## config.mk

```make
export PLATFORM = sky130hd
export DESIGN_NAME = fifo_pkt_reader
export DESIGN_NICKNAME = d
export VERILOG_FILES = /design/src/rtl/fifo_pkt_reader.sv
export SDC_FILE = /design/constraint.sdc
export NUM_CORES = 1
export LEC_CHECK = 0
export BUFFER_PORTS_ARGS = -buffer_cell sky130_fd_sc_hd__buf_4
export CAP_MARGIN = 20
export CORE_MARGIN = 4
export CORE_UTILIZATION = 57
export DETAILED_ROUTE_END_ITERATION = 10
export PLACE_DENSITY_LB_ADDON = 0.08
export SKIP_CTS_REPAIR_TIMING = 1
export SLEW_MARGIN = 20
export SYNTH_ARGS = -nofsm -noshare
export SYNTH_HDL_FRONTEND = slang
export SYNTH_SLANG_ARGS = --single-unit
```

## constraint.sdc

```tcl
create_clock -name clk -period 2.69 [get_ports clk]
set_clock_uncertainty 0.1 [all_clocks]
set_input_delay 0.1345 -clock clk [delete_from_list [all_inputs] [get_ports clk]]
set_output_delay 0.1345 -clock clk [all_outputs]
set_load 0.05 [all_outputs]
```

## src/rtl/fifo_pkt_reader.sv

```systemverilog
// fifo_pkt_reader: drains length-prefixed packets from a single-clock FIFO only once the
// whole packet is resident, streaming the payload through a 2-entry skid buffer.
module fifo_pkt_reader #(
   parameter int dw = 16,
   parameter int aw = 8,
   parameter int lw = aw + 1
) (
   input  logic          clk,
   input  logic          rst_n,
   input  logic [dw-1:0] fifo_dout,
   input  logic          fifo_empty,
   input  logic          fifo_full,
   input  logic [aw-1:0] fifo_depth,
   output logic          fifo_re,
   output logic [dw-1:0] out_data,
   output logic          out_valid,
   input  logic          out_ready,
   output logic          out_first,
   output logic          out_last,
   output logic          busy,
   output logic [15:0]   pkt_count,
   output logic [15:0]   drop_count
);

   localparam logic [1:0] IDLE   = 2'd0;
   localparam logic [1:0] HDR    = 2'd1;
   localparam logic [1:0] WAIT   = 2'd2;
   localparam logic [1:0] STREAM = 2'd3;

   localparam logic [lw-1:0] MAX_LEN = lw'(1) << aw;
   localparam int            EW      = dw + 2;   // skid entry: {last, first, data}

   logic [1:0]    state_reg, state_next;
   logic [lw-1:0] rd_left_reg, rd_left_next;
   logic          first_pend_reg, first_pend_next;
   logic          infl_reg;
   logic          arr_first_reg;
   logic          arr_last_reg;
   logic [1:0]    occ_reg, occ_next;
   logic [15:0]   pkt_count_reg, drop_count_reg;

   logic [lw-1:0] hdr_len;
   logic [lw-1:0] avail;
   logic          stream_re;
   logic          pop;
   logic          last_pop;
   logic          hdr_drop;
   logic [EW-1:0] arr_word;
   logic [EW-1:0] head;
   logic [EW-1:0] skid_word [2];
   logic [EW-1:0] cand [3];

   assign hdr_len  = fifo_dout[lw-1:0];
   // Depth wraps to 0 when the FIFO is full, so full has to be folded back in.
   assign avail    = fifo_full ? MAX_LEN : lw'(fifo_depth);
   assign hdr_drop = (state_reg == HDR) && (hdr_len == '0);

   // The word returning from the FIFO this cycle is visible at the head when the skid is empty.
   assign arr_word = {arr_last_reg, arr_first_reg, fifo_dout};
   assign head     = (occ_reg == 2'd0) ? arr_word : skid_word[0];

   assign out_valid = (occ_reg != 2'd0) || infl_reg;
   assign out_data  = out_valid ? head[dw-1:0] : '0;
   assign out_first = out_valid & head[dw];
   assign out_last  = out_valid & head[dw+1];
   assign pop       = out_valid & out_ready;
   assign last_pop  = pop & head[dw+1];

   assign busy       = (state_reg != IDLE) || (occ_reg != 2'd0);
   assign pkt_count  = pkt_count_reg;
   assign drop_count = drop_count_reg;

   always_comb begin
      fifo_re   = 1'b0;
      stream_re = 1'b0;
      case (state_reg)
         IDLE: fifo_re = !fifo_empty;
         STREAM: begin
            stream_re = (rd_left_reg != '0) &&
                        (({1'b0, occ_reg} + {2'b00, infl_reg}) < (3'd2 + {2'b00, pop}));
            fifo_re   = stream_re;
         end
         default: ;
      endcase
      if (!rst_n) begin
         fifo_re   = 1'b0;
         stream_re = 1'b0;
      end
   end

   always_comb begin
      state_next      = state_reg;
      rd_left_next    = rd_left_reg;
      first_pend_next = first_pend_reg;
      case (state_reg)
         IDLE: begin
            if (fifo_re) state_next = HDR;
         end
         HDR: begin
            if (hdr_len == '0) begin
               state_next = IDLE;
            end else begin
               rd_left_next    = (hdr_len > MAX_LEN) ? MAX_LEN : hdr_len;
               first_pend_next = 1'b1;
               state_next      = WAIT;
            end
         end
         WAIT: begin
            if (avail >= rd_left_reg) state_next = STREAM;
         end
         STREAM: begin
            if (stream_re) begin
               rd_left_next    = rd_left_reg - lw'(1);
               first_pend_next = 1'b0;
            end
            if (last_pop) state_next = IDLE;
         end
         default: state_next = IDLE;
      endcase
   end

   // Candidate list: stored entries in order, then the arriving word; a pop shifts it by one.
   assign cand[0]  = (occ_reg != 2'd0) ? skid_word[0] : arr_word;
   assign cand[1]  = (occ_reg == 2'd2) ? skid_word[1] : arr_word;
   assign cand[2]  = arr_word;
   assign occ_next = occ_reg + {1'b0, infl_reg} - {1'b0, pop};

   for (genvar gi = 0; gi < 2; gi++) begin : g_skid
      logic [EW-1:0] entry_reg;
      always_ff @(posedge clk or negedge rst_n) begin
         if (!rst_n) begin
            entry_reg <= '0;
         end else begin
            entry_reg <= pop ? cand[gi+1] : cand[gi];
         end
      end
      assign skid_word[gi] = entry_reg;
   end

   always_ff @(posedge clk or negedge rst_n) begin
      if (!rst_n) begin
         state_reg      <= IDLE;
         rd_left_reg    <= '0;
         first_pend_reg <= 1'b0;
         infl_reg       <= 1'b0;
         arr_first_reg  <= 1'b0;
         arr_last_reg   <= 1'b0;
         occ_reg        <= 2'd0;
         pkt_count_reg  <= '0;
         drop_count_reg <= '0;
      end else begin
         state_reg      <= state_next;
         rd_left_reg    <= rd_left_next;
         first_pend_reg <= first_pend_next;
         infl_reg       <= stream_re;
         arr_first_reg  <= stream_re & first_pend_reg;
         arr_last_reg   <= stream_re & (rd_left_reg == lw'(1));
         occ_reg        <= occ_next;
         if (last_pop) pkt_count_reg  <= pkt_count_reg + 16'd1;
         if (hdr_drop) drop_count_reg <= drop_count_reg + 16'd1;
      end
   end

endmodule

```

==> key figures <==
STA
  – Final hold slack: 0.0298 ns
  – Normalized max-slew margin: 0.529
  – Post-route clock period utilization: 0.857
  – RSZ-0062 raised after global routing: no
  – Slew Limit Fails: 0
  – Min cycle time layout: approximately 2.3 ns
  – Fmax: between 400 and 500 MHz
  – Final setup viols: 0
  – Setup TNS Final: 0 ns
  – Final hold violation count: 0
  – Worst Tran Pin Value: a little over 0.7 ns

Clocking
  – Clock insertion delay at the later pin of the skew report: about 0.35 ns
  – Num CTS Buffers: 9
  – CTS tree: built
  – Max clock buf depth: 2
  – Clock Sink Count: 85
  – Clk slew on worst S/H paths: 0.09 ns
  – H-tree Lvls: 3
  – Clock root cell: clkbuf_8

GRT
  – First-pass GRT wire length: between 15000 and 20000 µm
  – GRT Overall Usage: 0.238
  – Largest net degree at the start of global routing: 45
  – Vias in the first global route: just over 4000
  – Initial antenna violation count: 0
  – GR Overflow Total: 0

Logic synthesis
  – Syn Area/Cell: roughly 9.2 µm²
  – Synth warn: 0
  – Xor and xnor area share after synthesis: 0.0560
  – Post-synth cell types: 56
  – Adder-Cell Fraction of Synth Area: 0.0575
  – Post-synthesis simple-gate area fraction: 0.219
  – Yosys reg bits: 85
  – Synthesized cell area: between 5000 and 6000 µm²
  – Top cell type's share of synthesized area: 0.425
  – Largest family of logic cells by synthesized area: simple AND/OR/NAND/NOR gates
  – Top cells by area, synth: dfrtp_1 (43%), ha_1 (5.8%), nand2_1 (4.8%)
  – EDFF count, synth: 0
  – Syn_nets: 594
  – Top cells by count, synth: dfrtp_1 (85), nand2_1 (64), a21oi_1 (47), nor2_1 (39), o21ai_0 (35)
  – Async set-reset flop share out of synthesis: 1.00
  – Synth area leader: dfrtp_1
  – Most numerous cell in the Yosys netlist: dfrtp_1
  – Sequential fraction of the synthesis area: 0.425
  – Primary FF master, synth: dfrtp_1
  – Compound-Gate Fraction of Synth Area: 0.134
  – Mux share of post-synthesis cell area: 0.0700
  – Mapped Cells: approximately 540

Critical path
  – Critical Path RT: ~2.8 ns
  – Crit-path most repeated cell: ha_1
  – Reg2Reg Depth: 8
  – Arrival @ worst endpoint: between 2 and 2.5 ns
  – Critical path's slowest cell: a222oi_1
  – Crit Path Class: flip-flop to flip-flop
  – Critical Path Max Stage Delay: slightly above 0.5 ns
  – Worst path top cell family by delay: compound AO/OA/AOI/OAI gates
  – Worst-path fanout max: 4
  – Critical path depth: 8
  – Critical Path Source Type: flip-flop
  – CP endpoint kind: flip-flop
  – Number of buffers and inverters on the critical path: 0
  – Crit path cell chain: ha_1 > ha_1 > nor3b_1 > a21o_1 > nand2_1 > a222oi_1 > nand3_1 > o31ai_2

Place
  – Hpwl dp: 8350 µm
  – Placed cell area: roughly 5700 µm²
  – Port Buffers: 81
  – GP Congestion: around 0.86

Routing
  – Vias: about 4300
  – Antenna-violating nets left: 0
  – Drt drc: 0
  – DR WL/cell: 15.8 µm
  – Avg Vias per Cell: 5.69
  – Drt pass-1 iters: 5
  – Final wirelength: 11900 µm
  – Initial drt markers: 130

Floorplan
  – Io pins: just over 80
  – Die footprint: around 10000 µm²
  – Die Ht: 102 µm
  – Die X: 102 µm
  – Initial Utilization: 0.597
  – Std cell rows: 33
  – Core area: 8380 µm²

Pwr
  – Leak: slightly below 3 nW
  – Power Density: about 940 nW/µm²
  – Maximum VDD drop: 539 µV
  – Final total power: roughly 5.7 mW

Cells and area
  – Layout cells sized above 1: 0.216
  – Largest register FFs: 36
  – Fill count: ~650
  – Antenna Cells: 0
  – # nets final: about 690
  – Final instance area: around 6100 µm²
  – Area growth, synth to finish: 22.2%

Run status
  – Status: finished clean

Min path
  – Hold WC Path Type: primary input to async pin

Run
  – Maxcap violations: 0
-- final cells by class --
cell class	count	area, µm²	share of cell area
sequential	85	2130	0.348
clock buffer	12	165	0.0270
inverter	20	75.1	0.0123
multi-input combinational	411	2680	0.439
timing repair buffer	112	878	0.144
tap	105	131	0.0215
clock inverter	4	53.8	0.00880
-- worst reg2reg max path: stages, from the launching register on --
cell and delay [ns]:
dfrtp_1 0.39, ha_1 0.20, ha_1 0.27, nor3b_1 0.19
a21o_1 0.12, nand2_1 0.06, a222oi_1 0.51, nand3_1 0.17
o31ai_2 0.22
-- cells in the final DEF, fill, tap and decap left out, types with 8 or more instances in the layout --
cell,synthesis,layout
xnor2_1,21,21
nand4_1,8,8
xor2_1,11,11
a21oi_1,47,47
o21ai_0,35,35
dfrtp_1,85,85
clkbuf_8,0,12
nor2_1,39,39
dlygate4sd3_1,0,15
nand3_1,27,27
ha_1,23,23
nand2_1,64,64
inv_1,20,20
buf_4,1,97
mux2i_1,17,17
mux2_2,16,16
nor2b_1,27,27
-- layer usage --
metal  up-vias  part of all wire  GRT usage
met5         -                 0          0
met4         0             0.011     0.0675
met1      2043              0.44      0.327
met3        13             0.052     0.0386
met2       123              0.49      0.393
li1       2085                 -          -
-- cells by family (layout without fill, tap and decap cells) --
family	count (synthesis)	in the layout
and+or+nand+nor	210	210
AOI/OAI and AO/OA	113	113
DFF	85	85
buffers and inverters	46	148
muxes	33	33
xor gates and xnor gates	32	32
adders and majority gates	23	23
-- path summary, 6_finish.rpt --
| kind | start | to | slack [ns] |
|---|---|---|---|
| worst max-delay path | infl_reg$_DFF_PN0_ | flip-flop | 0.38 |
| worst min-delay path | rst_n | g_skid[0].entry_reg[11]$_DFFE_PN0P_ | 0.03 |
| worst max register to register | infl_reg$_DFF_PN0_ | flip-flop | 0.38 |
| worst min register to register | drop_count[15]$_DFFE_PN0P_ | drop_count[15]$_DFFE_PN0P_ | 0.39 |
| max in group asynchronous | rst_n | rd_left_reg[2]$_DFFE_PN0P_ | 1.65 |
| min in group clk | fifo_dout[6] | g_skid[1].entry_reg[6]$_DFF_PN0_ | 0.06 |
-- stage by stage --
step | util | cells | setup slack (ns)
2_1_floorplan | - | 542 | 0.374
3_3_place_gp | 0.685 | 718 | 0.475
3_5_place_dp | 0.685 | 718 | 0.381
4_1_cts | 0.712 | 734 | 0.382
5_1_grt | 0.730 | 749 | 0.221
6_report | 0.730 | 749 | 0.384
-- where the power goes --
part           switching, mW  leakage, nW  internal [mW]
Sequential             0.183         1.08           1.53
Clock                  0.464        0.105          0.509
Combinational           1.96         1.76           1.08
Total                   2.61         2.94           3.12
Note: power is estimated with default switching activity, not from simulation.
